===== src/rtl/gb_timer_responder_if.sv =====
// Bus bundle between the CPU (MAR/MDR side) and the GameBoy timer responder.
//   addr   : CPU bus address (MAR)
//   rd/wr  : single-cycle read / write strobes
//   wdata  : write data (MDR out)
//   rdata  : registered read data
//   rvalid : rdata valid for one cycle
//   hit    : combinational address-window decode, ORed into the fabric decode
interface gb_timer_responder_if;
    logic [15:0] addr;
    logic        rd;
    logic        wr;
    logic [7:0]  wdata;
    logic [7:0]  rdata;
    logic        rvalid;
    logic        hit;

    modport master (
        output addr, rd, wr, wdata,
        input  rdata, rvalid, hit
    );

    modport slave (
        input  addr, rd, wr, wdata,
        output rdata, rvalid, hit
    );
endinterface


===== src/rtl/gb_timer_responder.sv =====
// GameBoy timer peripheral (DIV/TIMA/TMA/TAC) as a responder on the CPU bus.
//   clk       : system clock, rising edge
//   rst       : asynchronous active-low reset
//   tick_en   : T-cycle enable for the divider and reload step
//   bus       : slave side of gb_timer_responder_if (addr/rd/wr/wdata/rdata/rvalid/hit)
//   irq_timer : one-cycle timer interrupt request on TIMA reload
module gb_timer_responder #(
    parameter logic [15:0] BASE_ADDR = 16'hFF04,
    parameter int          DIV_W     = 16
) (
    input  logic                   clk,
    input  logic                   rst,
    input  logic                   tick_en,
    gb_timer_responder_if.slave    bus,
    output logic                   irq_timer
);

    logic [DIV_W-1:0] counter;
    logic [7:0]       tima;
    logic [7:0]       tma;
    logic [2:0]       tac;
    logic             reload_pend;
    logic             prev_bit;

    logic [15:0]      offset;
    logic [1:0]       reg_sel;
    logic             wr_div;
    logic             wr_tima;
    logic             wr_tma;
    logic             wr_tac;
    logic             rd_ok;
    logic [7:0]       rd_mux;
    logic             sel_bit;
    logic             timer_in;
    logic             tima_inc;

    // Unsigned subtraction makes the window check independent of BASE_ADDR alignment.
    assign offset  = bus.addr - BASE_ADDR;
    assign bus.hit = (offset[15:2] == 14'd0);
    assign reg_sel = offset[1:0];

    assign wr_div  = bus.wr && bus.hit && (reg_sel == 2'd0);
    assign wr_tima = bus.wr && bus.hit && (reg_sel == 2'd1);
    assign wr_tma  = bus.wr && bus.hit && (reg_sel == 2'd2);
    assign wr_tac  = bus.wr && bus.hit && (reg_sel == 2'd3);
    // A simultaneous write suppresses the read.
    assign rd_ok   = bus.rd && !bus.wr && bus.hit;

    always_comb begin
        rd_mux = 8'h00;
        case (reg_sel)
            2'd0:    rd_mux = counter[15:8];
            2'd1:    rd_mux = tima;
            2'd2:    rd_mux = tma;
            default: rd_mux = {5'b11111, tac};
        endcase
    end

    always_comb begin
        sel_bit = 1'b0;
        case (tac[1:0])
            2'b00:   sel_bit = counter[9];
            2'b01:   sel_bit = counter[3];
            2'b10:   sel_bit = counter[5];
            default: sel_bit = counter[7];
        endcase
    end

    // The enable is ANDed in before edge detection, so disabling the timer or
    // clearing the divider while the selected bit is high produces a falling edge.
    assign timer_in = sel_bit & tac[2];
    assign tima_inc = prev_bit & ~timer_in;

    always_ff @(posedge clk or negedge rst) begin
        if (!rst) begin
            counter     <= '0;
            tima        <= 8'h00;
            tma         <= 8'h00;
            tac         <= 3'b000;
            reload_pend <= 1'b0;
            prev_bit    <= 1'b0;
            irq_timer   <= 1'b0;
            bus.rdata   <= 8'h00;
            bus.rvalid  <= 1'b0;
        end else begin
            // prev_bit tracks timer_in every clock, not only on ticks.
            prev_bit  <= timer_in;
            irq_timer <= 1'b0;

            if (wr_div) begin
                counter <= '0;
            end else if (tick_en) begin
                counter <= counter + DIV_W'(1);
            end

            if (wr_tac) begin
                tac <= bus.wdata[2:0];
            end
            if (wr_tma) begin
                tma <= bus.wdata;
            end

            // TIMA priority: CPU write (also cancels a pending reload), then the
            // delayed reload, then the normal increment.
            if (wr_tima) begin
                tima        <= bus.wdata;
                reload_pend <= 1'b0;
            end else if (reload_pend && tick_en) begin
                tima        <= wr_tma ? bus.wdata : tma;
                irq_timer   <= 1'b1;
                reload_pend <= 1'b0;
            end else if (tima_inc) begin
                if (tima == 8'hFF) begin
                    tima        <= 8'h00;
                    reload_pend <= 1'b1;
                end else begin
                    tima <= tima + 8'd1;
                end
            end

            bus.rvalid <= rd_ok;
            if (rd_ok) begin
                bus.rdata <= rd_mux;
            end
        end
    end

endmodule


===== src/flat_wrapper.sv =====
// flat-port wrapper written by rule: the top's interface ports become plain ports
module gb_timer_responder_flat 
#(
    parameter logic [15:0] BASE_ADDR = 16'hFF04,
    parameter int          DIV_W     = 16
)
  (clk, rst, tick_en, irq_timer, bus_addr, bus_rd, bus_wr, bus_wdata, bus_rdata, bus_rvalid, bus_hit);
  gb_timer_responder_if bus_i ();
  input  logic clk;
  input  logic rst;
  input  logic tick_en;
  output logic irq_timer;
  input wire logic [$bits(bus_i.addr)-1:0] bus_addr;
  input wire logic [$bits(bus_i.rd)-1:0] bus_rd;
  input wire logic [$bits(bus_i.wr)-1:0] bus_wr;
  input wire logic [$bits(bus_i.wdata)-1:0] bus_wdata;
  output wire logic [$bits(bus_i.rdata)-1:0] bus_rdata;
  output wire logic [$bits(bus_i.rvalid)-1:0] bus_rvalid;
  output wire logic [$bits(bus_i.hit)-1:0] bus_hit;
  assign bus_i.addr = bus_addr;
  assign bus_i.rd = bus_rd;
  assign bus_i.wr = bus_wr;
  assign bus_i.wdata = bus_wdata;
  assign bus_rdata = bus_i.rdata;
  assign bus_rvalid = bus_i.rvalid;
  assign bus_hit = bus_i.hit;
  gb_timer_responder #(.BASE_ADDR(BASE_ADDR), .DIV_W(DIV_W)) u_core (.clk(clk), .rst(rst), .tick_en(tick_en), .bus(bus_i), .irq_timer(irq_timer));
endmodule

===== config.mk =====
export PLATFORM = sky130hd
export DESIGN_NAME = gb_timer_responder_flat
export DESIGN_NICKNAME = d
export VERILOG_FILES = /design/src/rtl/gb_timer_responder_if.sv /design/src/rtl/gb_timer_responder.sv /design/src/flat_wrapper.sv
export SDC_FILE = /design/constraint.sdc
export NUM_CORES = 1
export LEC_CHECK = 0
export BUFFER_PORTS_ARGS = -buffer_cell sky130_fd_sc_hd__buf_2
export CAP_MARGIN = 20
export CORE_MARGIN = 8
export CORE_UTILIZATION = 25
export CTS_BUF_LIST = sky130_fd_sc_hd__clkbuf_8
export DETAILED_ROUTE_END_ITERATION = 8
export GPL_TIMING_DRIVEN = 0
export SLEW_MARGIN = 15
export SYNTH_ARGS = -nofsm -noshare
export SYNTH_HDL_FRONTEND = slang
export SYNTH_SLANG_ARGS = --single-unit
export TNS_END_PERCENT = 10

===== constraint.sdc =====
create_clock -name clk -period 2.67 [get_ports clk]
set_clock_uncertainty 0.15 [all_clocks]
set_input_delay 0.267 -clock clk [delete_from_list [all_inputs] [get_ports clk]]
set_output_delay 0.267 -clock clk [all_outputs]
set_load 0.03 [all_outputs]

==> results of run 1 <==
what timing repair did:
action	in CTS	in global routing
endpoints found under the hold margin	0	47
hold buffers	0	1
pin swaps	2	0
setup endpoints to repair	16	12
gates resized for setup	2	1
routing by layer:
metal,part of all wire [%],wire length [um]
met1,48,3790
met2,45,3500
met3,5.6,441
met4,1.5,115
met5,0,0
layout make-up:
cell class                 count  area [um^2]  area share (%)
multi-input combinational    223         1630            48.0
sequential                    47         1180            34.7
timing repair buffer          39          203            5.97
tap                          143          179            5.27
clock buffer                   5         68.8            2.03
clock inverter                 3         67.6            1.99
buffer                        12         46.3            1.36
inverter                       6         22.5           0.664
how the worst max path moves through the flow:
stage,from,endpoint,cells past startpoint
finish,bus_addr[2],u_core.tima[6],7
global placement,bus_addr[2],u_core.counter[0],6
CTS,bus_addr[2],u_core.bus.rdata[6],7
global route,bus_addr[2],u_core.bus.rdata[1],7
detailed placement,bus_addr[2],u_core.tma[1],7
floorplan,bus_addr[2],u_core.bus.rdata[0],6
metrics by stage:
stage	TNS (ns)	worst slack, ns	hold slack (ns)
after CTS	0	0.0223	0.0436
after detailed placement	-10.40	-0.540	0.345
after global routing	-0.181	-0.0279	0.0366
after floorplan	-0.312	-0.0390	-0.179
final	0	0.0183	0.0443
after global placement	-12.82	-0.523	0.339
power groups by stage:
stage	clock (W)	sequential, W	combinational, W
after floorplan	0	0.000829	0.000164
after global placement	0	0.000840	0.000240
after detailed placement	0	0.000845	0.000245
after CTS	0.000636	0.000830	0.000246
after global routing	0.000670	0.000843	0.000280
final	0.000625	0.000831	0.000246
logic make-up (layout without fill, tap and decap cells):
kind of cell    Yosys count  count (layout)  share of synthesized area (%)
fa+ha+maj                 2               2                          0.880
flops                    47              47                           41.4
compound gates           70              70                           16.8
simple gates            105             105                           20.6
xor+xnor                 16              16                           4.93
mux                      30              30                           13.1
buf+inv                  18              65                           2.38
registers in the layout (all words and copies together), names as in the netlist:
name	flops
u_core.bus.rdata	8
u_core.bus.rvalid	1
u_core.counter	16
u_core.irq_timer	1
u_core.prev_bit	1
u_core.reload_pend	1
u_core.tac	3
u_core.tima	8
u_core.tma	8
synth_stat cells (4+ instances only):
master and n:
xor2_1 9, nor2_1 22, or2_2 4, xnor2_1 7
nor4_1 4, and2_1 7, a21oi_1 15, clkbuf_1 10
nand3_1 16, and3_1 7, o31ai_1 7, nor3_1 6
dfrtp_1 47, inv_1 6, nand4_1 4, mux2i_1 9
or4_1 5, mux2_2 17, nand2_1 11, mux4_2 4
o21ai_0 19
worst max-delay path, cell delays in order:
cell	delay (ns)
buf_2	0.12
or4_4	0.54
o211ai_4	0.24
mux2_4	0.36
nor3_1	0.78
nor2_1	0.15
a21bo_2	0.26
==> results.json, run 1 <==
{
  "clk_pin_slew_ns": 0.09,
  "hold_viol": 0,
  "areaGrowthSynthToFinish_pct": 19.3,
  "period_share_pct": 99.3,
  "grt_antenna_before_repair": 0,
  "switchingPower_w": 0.000459,
  "wl_per_cell_um": 16.4,
  "p_int_w": 0.00124,
  "clock_latency_ns": 0.31,
  "fin_nets": 365,
  "p_comb_share_pct": 14.4,
  "outcome": "completed",
  "clock_path_buffers": 2,
  "dp_hpwl_um": 6010,
  "rsz0062_at_grt": "true",
  "crit_arrival_ns": 2.70,
  "p_leak_nw": 1.47,
  "busiest_layer": "met2",
  "place_inst": 467,
  "grtUsageTotal_pct": 10.8,
  "synthDistinctLibCells": 53,
  "wirelength_um": 7840,
  "synth_top_area_share_pct": 41.4,
  "r2r-start": "u_core.counter[9]",
  "die_w_um": 123,
  "hold_path_depth": 2,
  "synth_edf_count": 0,
  "relSlewSlack_pct": 36.1,
  "fmax_mhz": 377,
  "synth-async-reset-ratio_pct": 100,
  "seq_power_share_pct": 48.8,
  "drt_iter0_markers": 134,
  "finalCriticalPeriod_ns": 2.65,
  "htreeDepth": 2,
  "post-route-util_pct": 30.1,
  "synth_area_leaders": "dfrtp_1 (41%), mux2_2 (6.7%), o21ai_0 (3.3%)",
  "core_area_um2": 11300,
  "cts_buffers": 5,
  "vias_per_cell": 5.16,
  "die_h_um": 123,
  "place.gp.congestion": 0.815,
  "setup_viol": 0,
  "tritoncts": "yes",
  "use_met3_pct": 2.07,
  "cts.sinks": 47,
  "r2r_slack_ns": 0.45,
  "drive_gt1_share_pct": 25.4,
  "synth_ff_type": "dfrtp_1",
  "layout_commonest_cell": "dfrtp_1",
  "required_ns": 2.72,
  "cts_setup_buffers": 0,
  "drv_cap": 0,
  "switching_share_pct": 27.0,
  "ant_nets": 0,
  "slew_viol_final": 0,
  "path_class": "in -> reg",
  "fillers": 1169,
  "grt_pass1_wl_um": 12900,
  "ys_seq_elements": 47,
  "drc_errors": 0,
  "power.density_nw_per_um2": 501,
  "grt_pass1_vias": 2490,
  "yosysSeqAreaShare_pct": 41.4,
  "placed_area_um2": 3220,
  "grt_max_degree": 48,
  "ios": 40,
  "clockRootBuffer": "clkbuf_8",
  "syn_avg_cell_area_um2": 9.87,
  "grt.overflow.total": 0,
  "startpoint_type": "primary input",
  "start_util_pct": 25.2,
  "met2_usage_pct": 16.7,
  "worstMarginPinSlew_ns": 0.950,
  "final_cell_mix": "dfrtp_1 (47), buf_2 (35), nor2_1 (21)",
  "fin_total_pwr_w": 0.00170,
  "syn_nets": 319,
  "netlist_area_um2": 2840,
  "num_vias": 2468,
  "final_cells": 478,
  "grt_use_met1_pct": 14.7,
  "hold_start": "bus_wdata[7]",
  "portBuffers": 36,
  "yosysTopAreaCell": "dfrtp_1",
  "cp-end-kind": "flop",
  "die_area_um2": 15000,
  "yosysWarnings": 0,
  "reg2reg_to": "u_core.tima[5]",
  "final_cell_area_um2": 3390,
  "dr.pass1.iters": 4,
  "reg2reg_depth": 5,
  "critPathMaxFanout": 6,
  "hold_path_class": "in -> reg",
  "hold_path_end": "u_core.tma[7]",
  "power_frac_clock_pct": 36.7,
  "rows": 39,
  "syn_inst": 288,
  "num_antenna_cells": 0,
  "ir_worst_vdd_mv": 0.273
}
Note: power is estimated with default switching activity, not from simulation.
==> run 2: changes to the inputs <==
--- a/config.mk
+++ b/config.mk
@@ -7,11 +7,14 @@
 export LEC_CHECK = 0
 export BUFFER_PORTS_ARGS = -buffer_cell sky130_fd_sc_hd__buf_2
 export CAP_MARGIN = 20
+export CELL_PAD_IN_SITES_DETAIL_PLACEMENT = 1
+export CELL_PAD_IN_SITES_GLOBAL_PLACEMENT = 1
 export CORE_MARGIN = 8
 export CORE_UTILIZATION = 25
 export CTS_BUF_LIST = sky130_fd_sc_hd__clkbuf_8
 export DETAILED_ROUTE_END_ITERATION = 8
 export GPL_TIMING_DRIVEN = 0
+export PLACE_DENSITY_LB_ADDON = 0.1
 export SLEW_MARGIN = 15
 export SYNTH_ARGS = -nofsm -noshare
 export SYNTH_HDL_FRONTEND = slang
==> results.json, run 2 (same netlist as run 1, synthesis figures left out) <==
{
  "num_antenna_cells": 0,
  "drc_errors": 0,
  "setup_viol": 0,
  "ir_worst_vdd_mv": 0.280,
  "power.density_nw_per_um2": 495,
  "tritoncts": "yes",
  "drv_cap": 0,
  "grtUsageTotal_pct": 12.6,
  "die_h_um": 123,
  "start_util_pct": 25.2,
  "max_stage_delay_ns": 0.54,
  "rows": 39,
  "tns_ns": 0,
  "layout_commonest_cell": "dfrtp_1",
  "clockRootBuffer": "clkbuf_8",
  "clock_latency_ns": 0.32,
  "wl_per_cell_um": 18.8,
  "required_ns": 2.72,
  "period_share_pct": 99.9,
  "ios": 40,
  "grt_pass1_vias": 2605,
  "fin_total_pwr_w": 0.00167,
  "timing.final.ws_setup_ns": 0.00334,
  "vias_per_cell": 5.18,
  "cts.sinks": 47,
  "dr.pass1.iters": 4,
  "multi_input_area_um2": 1630,
  "drive_gt1_share_pct": 25.4,
  "htreeDepth": 2,
  "holdWs_ns": 0.0323,
  "register_area_um2": 1180,
  "wirelength_um": 8980,
  "slowest_stage": "or4_4",
  "fin_nets": 365,
  "worstMarginPinSlew_ns": 0.948,
  "hold_path_class": "in -> reg",
  "ant_nets": 0,
  "portBuffers": 36,
  "largest_reg_flops": 16,
  "cp_common_cell": "or4_4",
  "cts_buffers": 5,
  "num_vias": 2474,
  "fillers": 1320,
  "critPathMaxFanout": 8,
  "outcome": "completed",
  "cp-end-kind": "flop",
  "top_register": "u_core.counter",
  "core_area_um2": 11300,
  "clock_path_buffers": 2,
  "rsz0062_at_grt": "true",
  "crit_arrival_ns": 2.72,
  "grt.overflow.total": 0,
  "p_leak_nw": 1.48,
  "relSlewSlack_pct": 36.2,
  "drt_iter0_markers": 146,
  "fmax_mhz": 375,
  "grt_max_degree": 48,
  "slew_viol_final": 0,
  "areaGrowthSynthToFinish_pct": 18.8,
  "crit_chain": "buf_2, or4_4, o211ai_4, mux2_4, or4_4, nor2_4, mux2_2",
  "grt_antenna_before_repair": 0,
  "final_cell_mix": "dfrtp_1 (47), buf_2 (36), nor2_1 (21)",
  "path_class": "in -> reg",
  "die_w_um": 123,
  "startpoint_type": "primary input",
  "dp_slack_ns": -0.720,
  "hold_viol": 0,
  "grt_pass1_wl_um": 14600,
  "clk_pin_slew_ns": 0.10,
  "die_area_um2": 15000,
  "cts_setup_buffers": 0,
  "place.gp.congestion": 0.733,
  "dp_hpwl_um": 6850,
  "finalCriticalPeriod_ns": 2.67
}
[run 2: cell count changes in the layout (fill, tap and decap cells not counted)]
| cell | change |
|---|---|
| clkbuf_2 | -2 |
| mux2i_1 | +1 |
| mux2i_2 | -1 |
| clkinv_2 | +1 |
| buf_2 | +1 |
| nor3_1 | -1 |
| buf_4 | +1 |
| nor3_2 | +1 |
| clkinvlp_4 | -1 |
| bufinv_16 | -1 |
| clkbuf_8 | +1 |
[run 2: power by group]
group / total [W] / switching (W) / internal, W
logic: 0.000260 / 0.000156 / 0.000104
registers: 0.000832 / 0.0000653 / 0.000767
clock network: 0.000579 / 0.000275 / 0.000304
[run 2: layout make-up]
class / instances / area share [%]
Multi-Input combinational cell: 223 / 48.3
Sequential cell: 47 / 34.8
Timing Repair Buffer: 39 / 6.07
Tap cell: 143 / 5.30
Clock buffer: 6 / 2.44
Buffer: 12 / 1.37
Clock inverter: 2 / 1.04
Inverter: 6 / 0.667
[run 2: worst paths after layout]
kind,start,to,slack (ns),depth (start not counted)
min,bus_wdata[7],u_core.tma[7],0.03,2
min reg2reg,u_core.bus.rdata[7],u_core.bus.rdata[7],0.36,1
max reg2reg,u_core.counter[9],u_core.tima[4],0.42,6
max,bus_addr[2],u_core.bus.rdata[5],0.003,7
max in group asynchronous,rst,u_core.tma[2],1.57,2
min in group asynchronous,rst,u_core.tma[4],0.35,2
[run 2: through the flow]
| stage | instance area, um^2 | utilization [%] | cells |
|---|---|---|---|
| 6_report | 3380 | 30.0 | 478 |
| 5_1_grt | 3380 | 30.0 | 478 |
| 4_1_cts | 3370 | 29.9 | 477 |
| 3_5_place_dp | 3230 | 28.7 | 468 |
| 3_3_place_gp | 3220 | 28.5 | 467 |
| 2_1_floorplan | 2860 | - | 288 |
[run 2: layer usage]
metal	part of all wire, %	vias up	global-route usage (%)
li1	-	1176	-
met1	50	1256	17.7
met2	46	34	19.5
met3	3.3	8	2.48
met4	0.99	0	3.20
met5	0	-	0
[run 2: worst max-delay path, delay by kind of cell]
family          cells  cell delay [ns]
simple gates        3             1.35
mux                 2             0.75
compound gates      1             0.23
buf+inv             1             0.11
[run 2: what timing repair did]
item	4_1_cts	5_1_grt
endpoints found under the setup margin	18	14
hold buffers	1	0
pin swaps	2	0
hold endpoints to repair	47	0
gates resized for setup	2	2
==> run 3: changes to the inputs <==
==> constraint.sdc (replaced) <==
create_clock -name clk -period 3.4 [get_ports clk]
set_clock_uncertainty 0.15 [all_clocks]
set_input_delay 0.34 -clock clk [delete_from_list [all_inputs] [get_ports clk]]
set_output_delay 0.34 -clock clk [all_outputs]
set_load 0.03 [all_outputs]
==> results.json, run 3 (same netlist as run 1, synthesis figures left out) <==
{
  "clock_latency_ns": 0.31,
  "die_h_um": 123,
  "fmax_mhz": 323,
  "wirelength_um": 8670,
  "cts.sinks": 47,
  "p_leak_nw": 1.46,
  "crit_arrival_ns": 3.15,
  "dp_hpwl_um": 6680,
  "vias_per_cell": 5.13,
  "finalCriticalPeriod_ns": 3.10,
  "placed_area_um2": 3220,
  "fillers": 1304,
  "hold_path_depth": 3,
  "grtUsageTotal_pct": 12.0,
  "cp-end-kind": "flop",
  "reg2reg_depth": 6,
  "setup_viol": 0,
  "drc_errors": 0,
  "htreeDepth": 2,
  "dr.pass1.iters": 4,
  "register_area_um2": 1180,
  "final_cell_mix": "dfrtp_1 (47), buf_2 (35), nor2_1 (22)",
  "num_vias": 2447,
  "ir_worst_vdd_mv": 0.216,
  "place.gp.congestion": 0.760,
  "final_cell_area_um2": 3350,
  "portBuffers": 36,
  "ant_nets": 0,
  "drv_cap": 0,
  "clockRootBuffer": "clkbuf_8",
  "worstMarginPinSlew_ns": 1.05,
  "critPathBufInv": 2,
  "grt_pass1_vias": 2475,
  "post-route-util_pct": 29.7,
  "top_register": "u_core.counter",
  "ios": 40,
  "crit_chain": "buf_2, or4_4, o211ai_4, mux2_2, nor3_1, clkbuf_1, a21oi_1, a2bb2oi_1",
  "holdWs_ns": 0.112,
  "wl_per_cell_um": 18.2,
  "cts_resized": 0,
  "power.density_nw_per_um2": 387,
  "grt_antenna_before_repair": 0,
  "path_class": "in -> reg",
  "fin_nets": 364,
  "tritoncts": "yes",
  "grt_max_degree": 48,
  "relSlewSlack_pct": 29.4,
  "drive_gt1_share_pct": 23.7,
  "critPathMaxFanout": 10,
  "required_ns": 3.45,
  "die_w_um": 123,
  "cp_top_family": "simple AND/OR/NAND/NOR gates",
  "outcome": "completed",
  "hold_path_class": "in -> reg",
  "worstSetupPathDepth": 8,
  "slowest_stage": "nor3_1",
  "start_util_pct": 25.2,
  "cts_buffers": 5,
  "clock_path_buffers": 2,
  "grt_pass1_wl_um": 14000,
  "core_area_um2": 11300,
  "die_area_um2": 15000,
  "rsz0062_at_grt": "false",
  "clk_pin_slew_ns": 0.10,
  "layout_commonest_cell": "dfrtp_1",
  "slew_viol_final": 0,
  "drt_iter0_markers": 105,
  "max_stage_delay_ns": 0.57,
  "num_antenna_cells": 0,
  "rows": 39,
  "largest_reg_flops": 16,
  "hold_viol": 0,
  "period_share_pct": 91.2,
  "grt.overflow.total": 0,
  "areaGrowthSynthToFinish_pct": 17.7,
  "startpoint_type": "primary input",
  "multi_input_area_um2": 1610
}
-- run 3: routing by layer --
layer  up-vias  wire (um)  track usage [%]
li1       1177          -                -
met1      1220       4310             16.8
met2        41       3970             18.8
met3         9        297             2.02
met4         0         91             3.20
met5         -          0                0
-- run 3: tightest hold or removal path: stages --
cell and delay (ns):
buf_2 0.09, nand2_1 0.04, o21ai_0 0.06
-- run 3: layout make-up --
cell class | instances | area share [%]
Multi-Input combinational cell | 223 | 48.0
Sequential cell | 47 | 35.1
Timing Repair Buffer | 38 | 5.98
Tap cell | 143 | 5.35
Clock buffer | 6 | 2.47
Buffer | 12 | 1.35
Clock inverter | 2 | 1.05
Inverter | 6 | 0.673
-- run 3: final timing paths --
check / from / to / slack (ns)
worst max-delay path: bus_addr[2] / u_core.tima[1] / 0.30
worst min-delay path: bus_wdata[5] / u_core.tma[5] / 0.11
worst max register to register: u_core.counter[9] / u_core.tima[6] / 1.11
worst min register to register: u_core.bus.rdata[7] / u_core.bus.rdata[7] / 0.36
max in group asynchronous: rst / u_core.counter[5] / 2.21
min in group asynchronous: rst / u_core.tma[4] / 0.44
-- run 3: where the power goes --
group | switching [W] | internal (W) | total, W
logic | 0.000115 | 0.0000795 | 0.000194
clock network | 0.000210 | 0.000239 | 0.000448
registers | 0.0000514 | 0.000602 | 0.000654
-- run 3: repair_timing --
item | in CTS | in global routing
endpoints found under the hold margin | 47 | 0
hold buffers | 1 | 0
buffers inserted | 0 | 0
-- run 3: through the flow --
step                setup WS (ns)  instances  total power, W  TNS (ns)
floorplan                   0.494        288        0.000779         0
global placement           -0.186        467        0.000857     -2.42
detailed placement        -0.0582        468        0.000863    -0.225
CTS                         0.268        477         0.00132         0
global route                0.157        477         0.00137         0
finish                      0.300        477         0.00130         0
